<file path="src/rtl/bpred_pkg.sv">
// Shared branch-prediction types and constants for the GHR checkpoint logic.
package bpred_pkg;

  localparam int BPRED_WIDTH = 9;

  typedef struct packed {
    logic [BPRED_WIDTH-1:0] history;
    logic                   prediction;
  } ghr_ckpt_t;

  localparam logic TAKEN     = 1'b1;
  localparam logic NOT_TAKEN = 1'b0;

endpackage

</file>
<file path="src/rtl/ghr_ckpt_fifo.sv">
// In-order checkpoint store: circular buffer with occupancy count and a flush
// that retires the head entry and discards everything younger.
module ghr_ckpt_fifo #(
  parameter  int WIDTH = 10,
  parameter  int DEPTH = 4,
  localparam int PTR_W = $clog2(DEPTH)
) (
  input  logic             i_Clk,
  input  logic             i_Reset,
  input  logic             i_Push,
  input  logic [WIDTH-1:0] i_Push_Data,
  input  logic             i_Pop,
  input  logic             i_Flush,
  output logic [WIDTH-1:0] o_Rd_Data,
  output logic [PTR_W:0]   o_Count,
  output logic             o_Full,
  output logic             o_Empty
);

  logic [WIDTH-1:0] r_mem [DEPTH];
  logic [PTR_W-1:0] r_rd_ptr;
  logic [PTR_W-1:0] r_wr_ptr;
  logic [PTR_W:0]   r_count;

  logic w_full;
  logic w_empty;
  logic w_push;
  logic w_pop;

  assign w_full  = (r_count == (PTR_W+1)'(DEPTH));
  assign w_empty = (r_count == '0);
  // A flush means the head resolved wrong, so any same-cycle push is wrong-path.
  assign w_push  = i_Push && !w_full && !i_Flush;
  assign w_pop   = i_Pop && !w_empty;

  always_ff @(posedge i_Clk) begin
    if (w_push) begin
      r_mem[r_wr_ptr] <= i_Push_Data;
    end
  end

  always_ff @(posedge i_Clk) begin
    if (i_Reset) begin
      r_rd_ptr <= '0;
      r_wr_ptr <= '0;
      r_count  <= '0;
    end else if (i_Flush) begin
      r_rd_ptr <= r_rd_ptr + 1'b1;
      r_wr_ptr <= r_rd_ptr + 1'b1;
      r_count  <= '0;
    end else begin
      if (w_push) r_wr_ptr <= r_wr_ptr + 1'b1;
      if (w_pop)  r_rd_ptr <= r_rd_ptr + 1'b1;
      case ({w_push, w_pop})
        2'b10:   r_count <= r_count + 1'b1;
        2'b01:   r_count <= r_count - 1'b1;
        default: r_count <= r_count;
      endcase
    end
  end

  assign o_Rd_Data = r_mem[r_rd_ptr];
  assign o_Count   = r_count;
  assign o_Full    = w_full;
  assign o_Empty   = w_empty;

endmodule

</file>
<file path="src/rtl/ghr_checkpoint_ctrl.sv">
// GHR checkpoint/repair controller. Optional resolve/mispredict statistics are
// built when GHR_CKPT_STATS_EN is defined.
module ghr_checkpoint_ctrl #(
  parameter  int BPRED_WIDTH = bpred_pkg::BPRED_WIDTH,
  parameter  int DEPTH       = 4,
  localparam int PTR_W       = $clog2(DEPTH)
) (
  input  logic                   i_Clk,
  input  logic                   i_Reset,
  input  logic                   i_DEC_Is_Branch,
  input  logic                   i_Prediction,
  input  logic [BPRED_WIDTH-1:0] i_Global_History,
  input  logic                   i_ALU_Branch_Valid,
  input  logic                   i_ALU_Branch_Outcome,
  output logic                   o_Stall,
  output logic                   o_Restore_Valid,
  output logic [BPRED_WIDTH-1:0] o_Restore_History,
  output logic [PTR_W:0]         o_Count,
  output logic                   o_Empty
`ifdef GHR_CKPT_STATS_EN
  ,
  output logic [31:0]            o_Resolved_Count,
  output logic [31:0]            o_Mispredict_Count
`endif
);

  logic [BPRED_WIDTH:0]   w_rd_data;
  logic [BPRED_WIDTH-1:0] w_rd_history;
  logic                   w_rd_prediction;
  logic                   w_full;
  logic                   w_empty;
  logic                   w_push_acc;
  logic                   w_pop;
  logic                   w_mispredict;

  logic                   r_restore_valid;
  logic [BPRED_WIDTH-1:0] r_restore_history;

  // Stall depends on registered occupancy only; a same-cycle pop cannot free a slot.
  assign w_push_acc = i_DEC_Is_Branch && !w_full;
  assign w_pop      = i_ALU_Branch_Valid && !w_empty;

  ghr_ckpt_fifo #(
    .WIDTH (BPRED_WIDTH + 1),
    .DEPTH (DEPTH)
  ) u_fifo (
    .i_Clk       (i_Clk),
    .i_Reset     (i_Reset),
    .i_Push      (w_push_acc),
    .i_Push_Data ({i_Global_History, i_Prediction}),
    .i_Pop       (w_pop),
    .i_Flush     (w_mispredict),
    .o_Rd_Data   (w_rd_data),
    .o_Count     (o_Count),
    .o_Full      (w_full),
    .o_Empty     (w_empty)
  );

  assign w_rd_history    = w_rd_data[BPRED_WIDTH:1];
  assign w_rd_prediction = w_rd_data[0];
  assign w_mispredict    = w_pop && (i_ALU_Branch_Outcome != w_rd_prediction);

  // Corrected history = pre-insertion snapshot with the real outcome shifted in.
  always_ff @(posedge i_Clk) begin
    if (i_Reset) begin
      r_restore_valid   <= 1'b0;
      r_restore_history <= '0;
    end else begin
      r_restore_valid <= w_mispredict;
      if (w_mispredict) begin
        r_restore_history <= {w_rd_history[BPRED_WIDTH-2:0], i_ALU_Branch_Outcome};
      end
    end
  end

  assign o_Stall           = w_full;
  assign o_Empty           = w_empty;
  assign o_Restore_Valid   = r_restore_valid;
  assign o_Restore_History = r_restore_history;

`ifdef GHR_CKPT_STATS_EN
  logic [31:0] r_resolved_count;
  logic [31:0] r_mispredict_count;

  always_ff @(posedge i_Clk) begin
    if (i_Reset) begin
      r_resolved_count   <= '0;
      r_mispredict_count <= '0;
    end else begin
      if (w_pop && (r_resolved_count != 32'hFFFF_FFFF)) begin
        r_resolved_count <= r_resolved_count + 1'b1;
      end
      if (w_mispredict && (r_mispredict_count != 32'hFFFF_FFFF)) begin
        r_mispredict_count <= r_mispredict_count + 1'b1;
      end
    end
  end

  assign o_Resolved_Count   = r_resolved_count;
  assign o_Mispredict_Count = r_mispredict_count;
`endif

endmodule
</file>
<file path="config.mk">
export PLATFORM = sky130hd
export DESIGN_NAME = ghr_checkpoint_ctrl
export DESIGN_NICKNAME = d
export VERILOG_FILES = /design/src/rtl/bpred_pkg.sv /design/src/rtl/ghr_ckpt_fifo.sv /design/src/rtl/ghr_checkpoint_ctrl.sv
export SDC_FILE = /design/constraint.sdc
export NUM_CORES = 1
export LEC_CHECK = 0
export ABC_AREA = 1
export CORE_MARGIN = 2
export CORE_UTILIZATION = 35
export CTS_CLUSTER_SIZE = 16
export DETAILED_ROUTE_END_ITERATION = 7
export GPL_ROUTABILITY_DRIVEN = 1
export HOLD_SLACK_MARGIN = 0.03
export PLACE_DENSITY = 0.52
export SYNTH_ARGS = -nofsm -noshare
export SYNTH_HDL_FRONTEND = slang
export SYNTH_SLANG_ARGS = --single-unit
</file>
<file path="constraint.sdc">
create_clock -name i_Clk -period 2.65 [get_ports i_Clk]
set_clock_uncertainty 0.15 [all_clocks]
set_input_delay 0.53 -clock i_Clk [delete_from_list [all_inputs] [get_ports i_Clk]]
set_output_delay 0.53 -clock i_Clk [all_outputs]
set_load 0.005 [all_outputs]
</file>
# After elaboration in Yosys (flattened, before gate mapping)

Memories as Yosys holds them, arrays and structs flattened. A register that Yosys moved wholly into a read port is not among the register bits.
Cells that the tools add are included.

Word-level logic and storage cells: 37
RAM bits: 40
Memories kept: 1
Output and inout bits: 15
Register bits after elaboration: 17
Input port bits: 15

Muxes and demuxes: 9
Add/subtract/negate cells: 4
Equal/unequal tests: 4
Reductions and logical operators: 14

Memories:

| name         | depth | bits a word | read ports | clocked after memory_dff | write ports | RTL line            | text |
|---|---|---|---|---|---|---|---|
| u_fifo.r_mem | 4     | 10          | 1          | 1                        | 1           | ghr_ckpt_fifo.sv:20 | `logic [WIDTH-1:0] r_mem [DEPTH];` |

Operator list:

| cell                  | number |
|---|---|
| $mux W2               | 6 |
| $logic_and A1 B1 Y1   | 6 |
| $pmux W3 S2           | 1 |
| $reduce_bool A2 Y1    | 3 |
| $add A2 B1 Y2 const B | 2 |
| $add A3 B1 Y3 const B | 1 |
| $eq A3 B3 Y1 const B  | 1 |
| $logic_not A1 Y1      | 3 |
| $logic_not A3 Y1      | 1 |
| $sub A3 B1 Y3 const B | 1 |
| $eq A2 B1 Y1 const B  | 1 |
| $eq A2 B2 Y1 const B  | 1 |
| $mux W1               | 2 |
| $reduce_or A2 Y1      | 1 |
| $ne A1 B1 Y1          | 1 |

# Longest topological paths before layout

Depth after elaboration: 8
Depth in mapped cells: 15
Gate-level depth less buffers: 14

# By module

A second synthesis with hierarchy kept.

Cells, all modules: 259
Area, all modules: 2561.2 um2

Modules (own cells, without submodules):

| module              | cells each | sequential area each (um2) | times used | area each (um2) |
|---|---|---|---|---|
| ghr_ckpt_fifo       | 175        | 1381.3                     | 1          | 2030.7 |
| ghr_checkpoint_ctrl | 84         | 200.2                      | 1          | 530.5 |

# Worst setup path after synthesis

No wires, ideal clock.

Path kind: input to register
Start: input i_ALU_Branch_Valid
End: register u_fifo.r_count[2] (netlist: u_fifo.o_Count[2])
Stages: 11
Setup time: 116 ps
Required time: 2384 ps
Data arrival time: 1982 ps
Buffers on the path: 0
Slack: 403 ps
Path through: inv_1 -> nor2_4 -> nand3_4 -> nand3_2 -> ha_1 -> inv_1 -> fa_1 -> a21oi_1 -> o21ai_0 -> xor2_1 -> nor2_1

Cells in the longest elaborated chain, start to end: 6
Elaborated cells on any way between the ends: 10
Those cells by class: 2 x eq/ne; 1 x mux; 7 x reduce/logical

Ends and longest elaborated chain:

| item                                                     | RTL line                  | text |
|---|---|---|
| start: declaration                                       | ghr_checkpoint_ctrl.sv:13 | `input logic i_ALU_Branch_Valid,` |
| $logic_and A1 B1 Y1 *                                    | ghr_checkpoint_ctrl.sv:41 | `assign w_pop = i_ALU_Branch_Valid && !w_empty;` |
| $logic_and A1 B1 Y1                                      | ghr_checkpoint_ctrl.sv:61 | `assign w_mispredict = w_pop && (i_ALU_Branch_Outcome != w_rd_prediction);` |
| $logic_not A1 Y1                                         | ghr_ckpt_fifo.sv:33       | `assign w_push = i_Push && !w_full && !i_Flush;` |
| $logic_and A1 B1 Y1                                      | ghr_ckpt_fifo.sv:33       |  |
| $eq A2 B1 Y1 / $eq A2 B2 Y1 (equally long branches)      | ghr_ckpt_fifo.sv:54       | `case ({w_push, w_pop})` |
| $pmux W3 S2 / $reduce_bool A2 Y1 (equally long branches) | n/a                       |  |
| end signal: assignment                                   | ghr_ckpt_fifo.sv:55       | `2'b10: r_count <= r_count + 1'b1;` |
| end signal: assignment                                   | ghr_ckpt_fifo.sv:56       | `2'b01: r_count <= r_count - 1'b1;` |
| end signal: assignment                                   | ghr_ckpt_fifo.sv:57       | `default: r_count <= r_count;` |
| end: declaration                                         | ghr_ckpt_fifo.sv:23       | `logic [PTR_W:0] r_count;` |

Every way passes the cells marked *; elsewhere a longest branch is shown, timed or not.
A chain may end at the register's enable or synchronous reset.

==> flow_metrics.tcl <==
set metrics [dict create \
    status "finished, final reports clean" \
    gp_congestion 0.752 \
    numCtsBuffers 5 \
    async_flop_share_pct 0 \
    hpwl_mm 2.98 \
    cts_tree "yes" \
    path_clk_slew_ns 0.10 \
    mostFrequentLayoutCells "edfxtp_1, clkdlybuf4s50_1, nor2_1" \
    p_leak_nw 1.09 \
    grt_max_degree 19 \
    drt_iter0_drc 69 \
    core_area_mm2 0.00642 \
    yosysWarnings 0 \
    syn_inst 204 \
    synth_flop_cell "edfxtp_1" \
    syn_to_final_growth_pct 21.5 \
    worstPathRequired_ns 2.75 \
    arrival_ns 2.47 \
    start_util_pct 36.6 \
    final_common_cell "edfxtp_1" \
    hp-class "flip-flop to flip-flop" \
    slew_viol_final 0 \
    clk_latency_ns 0.31 \
    crit_type "flip-flop to flip-flop" \
    numPortBuffers 28 \
    grt_use_total_pct 12.7 \
    synth_area_mm2 0.00235 \
    fillers 599 \
    rows 29 \
    hold_viol_final 0 \
    finalSetupViolCount 0 \
    cp-end-kind "flip-flop" \
    drtPass1Iterations 4 \
    diodes 0 \
    grt_pass1_vias 1387 \
    syn_nets 225 \
    worst_slew_pin_slew_ns 0.376 \
    fin_nets 266 \
    clock.fmax_mhz 422 \
    powerDensity_mw_per_mm2 966 \
    syn_area_per_cell_um2 11.5 \
    synth_area_leaders "edfxtp_1, dfxtp_1, nand3_2, nor2_1, o21ai_0" \
    tns_ns 0 \
    grt_setup_unrepaired "false" \
    drive_above_1_share_pct 17.5 \
    die_h_um 86.0 \
    die_area_mm2 0.00739 \
    grt-ovfl-total 0 \
    min_period_ns 2.37 \
    final-instance-count-excl-fill 323 \
    worst_slack_ns 0.281 \
    cp-start-kind "flip-flop" \
    netlist.top_cell.by_area "edfxtp_1" \
    pre_cts_ws_ns 0.00189 \
    postCtsSetupBuffers 0 \
    boundaryPins 30 \
    cts_buffer_depth 2 \
    place_inst 315 \
    drt-wirelength-per-cell_um 13.2 \
    via_per_inst 4.67 \
    antenna_found_initial 0 \
    synth-seq-cells 55 \
    drcViolationCount 0 \
    post-route-period-util_pct 89.4 \
    cts_hold_buf 0 \
    cts_resized 0 \
    peakVddDrop_mv 0.290 \
    routed_wl_mm 4.26 \
    fin_hold_ws_ns 0.319 \
    grt_pass1_wl_mm 7.16 \
    synth-edff-count 36 \
    seq_area_frac_synth_pct 62.2 \
    clockRootBuffer "clkbuf_8" \
    postRouteAntennaNets 0 \
    yosysTopAreaCellShare_pct 46.0 \
    drv_cap 0 \
    htree_levels 2 \
    cts.sinks 55 \
    die_w_um 86.0 \
    relSlewSlack_pct 74.9 \
    ys_types 26 \
    crit_fanout 9 \
    num_vias 1508 \
]
-- cell usage after synthesis, drive strengths merged (2+ instances only) --
| cell type | instances |
|---|---|
| xor2 | 3 |
| nor2 | 28 |
| edfxtp | 36 |
| nand3 | 29 |
| dfxtp | 19 |
| inv | 17 |
| nor3 | 2 |
| o21ai | 19 |
| o22ai | 8 |
| a21oi | 5 |
| nand2 | 24 |
| ha | 5 |
| buf | 7 |
-- metal layers --
layer / global-route usage, % / up-vias / part of all wire, %
met5: 0 / - / 0
met1: 17.6 / 674 / 49
met2: 19.2 / 38 / 45
met3: 3.27 / 6 / 4.9
met4: 4.76 / 0 / 1.5
li1: - / 790 / -
-- flip-flops by register name, indices dropped and copies added (netlist names), named ones only --
signal	cells
u_fifo.r_mem	36
o_Restore_History	9
u_fifo.o_Count	3
u_fifo.r_rd_ptr	2
u_fifo.r_wr_ptr	2
o_Restore_Valid	1
-- power breakdown --
part	total [W]	internal (W)	leakage (nW)	switching, W
Clock	0.000475	0.000192	0.0477	0.000283
Sequential	0.00125	0.00112	0.485	0.000130
Combinational	0.00104	0.000459	0.553	0.000580
-- per-stage QoR --
stage / util (%) / power [W] / instance area (um2)
6_report: 44.5 / 0.00276 / 2860
5_1_grt: 44.5 / 0.00297 / 2860
3_5_place_dp: 43.0 / 0.00232 / 2760
2_1_floorplan: - / 0.00193 / 2350
4_1_cts: 44.5 / 0.00280 / 2860
3_3_place_gp: 43.0 / 0.00232 / 2760
-- logic make-up after synthesis --
group | count (synthesis) | synth area share, %
flip-flops | 55 | 62.2
AND/OR/NAND/NOR | 84 | 20.2
buffers and inverters | 24 | 5.75
adder cells (fa/ha/maj) | 6 | 3.51
AO/OA/AOI/OAI | 32 | 7.24
XOR/XNOR | 3 | 1.12
-- worst max-delay path: stages, from the launching register on --
cell	delay (ns)
dfxtp_1	0.53
inv_4	0.12
nand3_2	0.12
nand2_1	0.09
nand2_2	0.08
nand3_4	0.06
nand3_2	0.07
ha_1	0.14
inv_1	0.06
fa_1	0.37
a21oi_1	0.14
o21ai_0	0.11
xor2_1	0.15
nor2_1	0.11
-- path summary, 6_finish.rpt --
| path | startpoint | endpoint | slack, ns | depth (start not counted) |
|---|---|---|---|---|
| worst min register to register | o_Restore_History[4]$_SDFFE_PP0P_ | o_Restore_History[4]$_SDFFE_PP0P_ | 0.32 | 2 |
| worst max-delay path | flip-flop | u_fifo.o_Count[2]$_SDFFE_PP0P_ | 0.28 | 13 |
| worst max register to register | flip-flop | u_fifo.o_Count[2]$_SDFFE_PP0P_ | 0.28 | 13 |
| worst min-delay path | o_Restore_History[4]$_SDFFE_PP0P_ | o_Restore_History[4]$_SDFFE_PP0P_ | 0.32 | 2 |
-- area by class of cell --
type / instances / area (um2) / share of cell area [%]
well taps: 77 / 96.3 / 3.37
clock inverters: 3 / 23.8 / 0.832
flip-flops and latches: 55 / 1460 / 51.2
clock buffers: 5 / 68.8 / 2.41
repair buffers: 41 / 378 / 13.2
inverters: 17 / 73.8 / 2.58
multi-input cells: 125 / 754 / 26.4
Power figures use the tool's default switching activity.
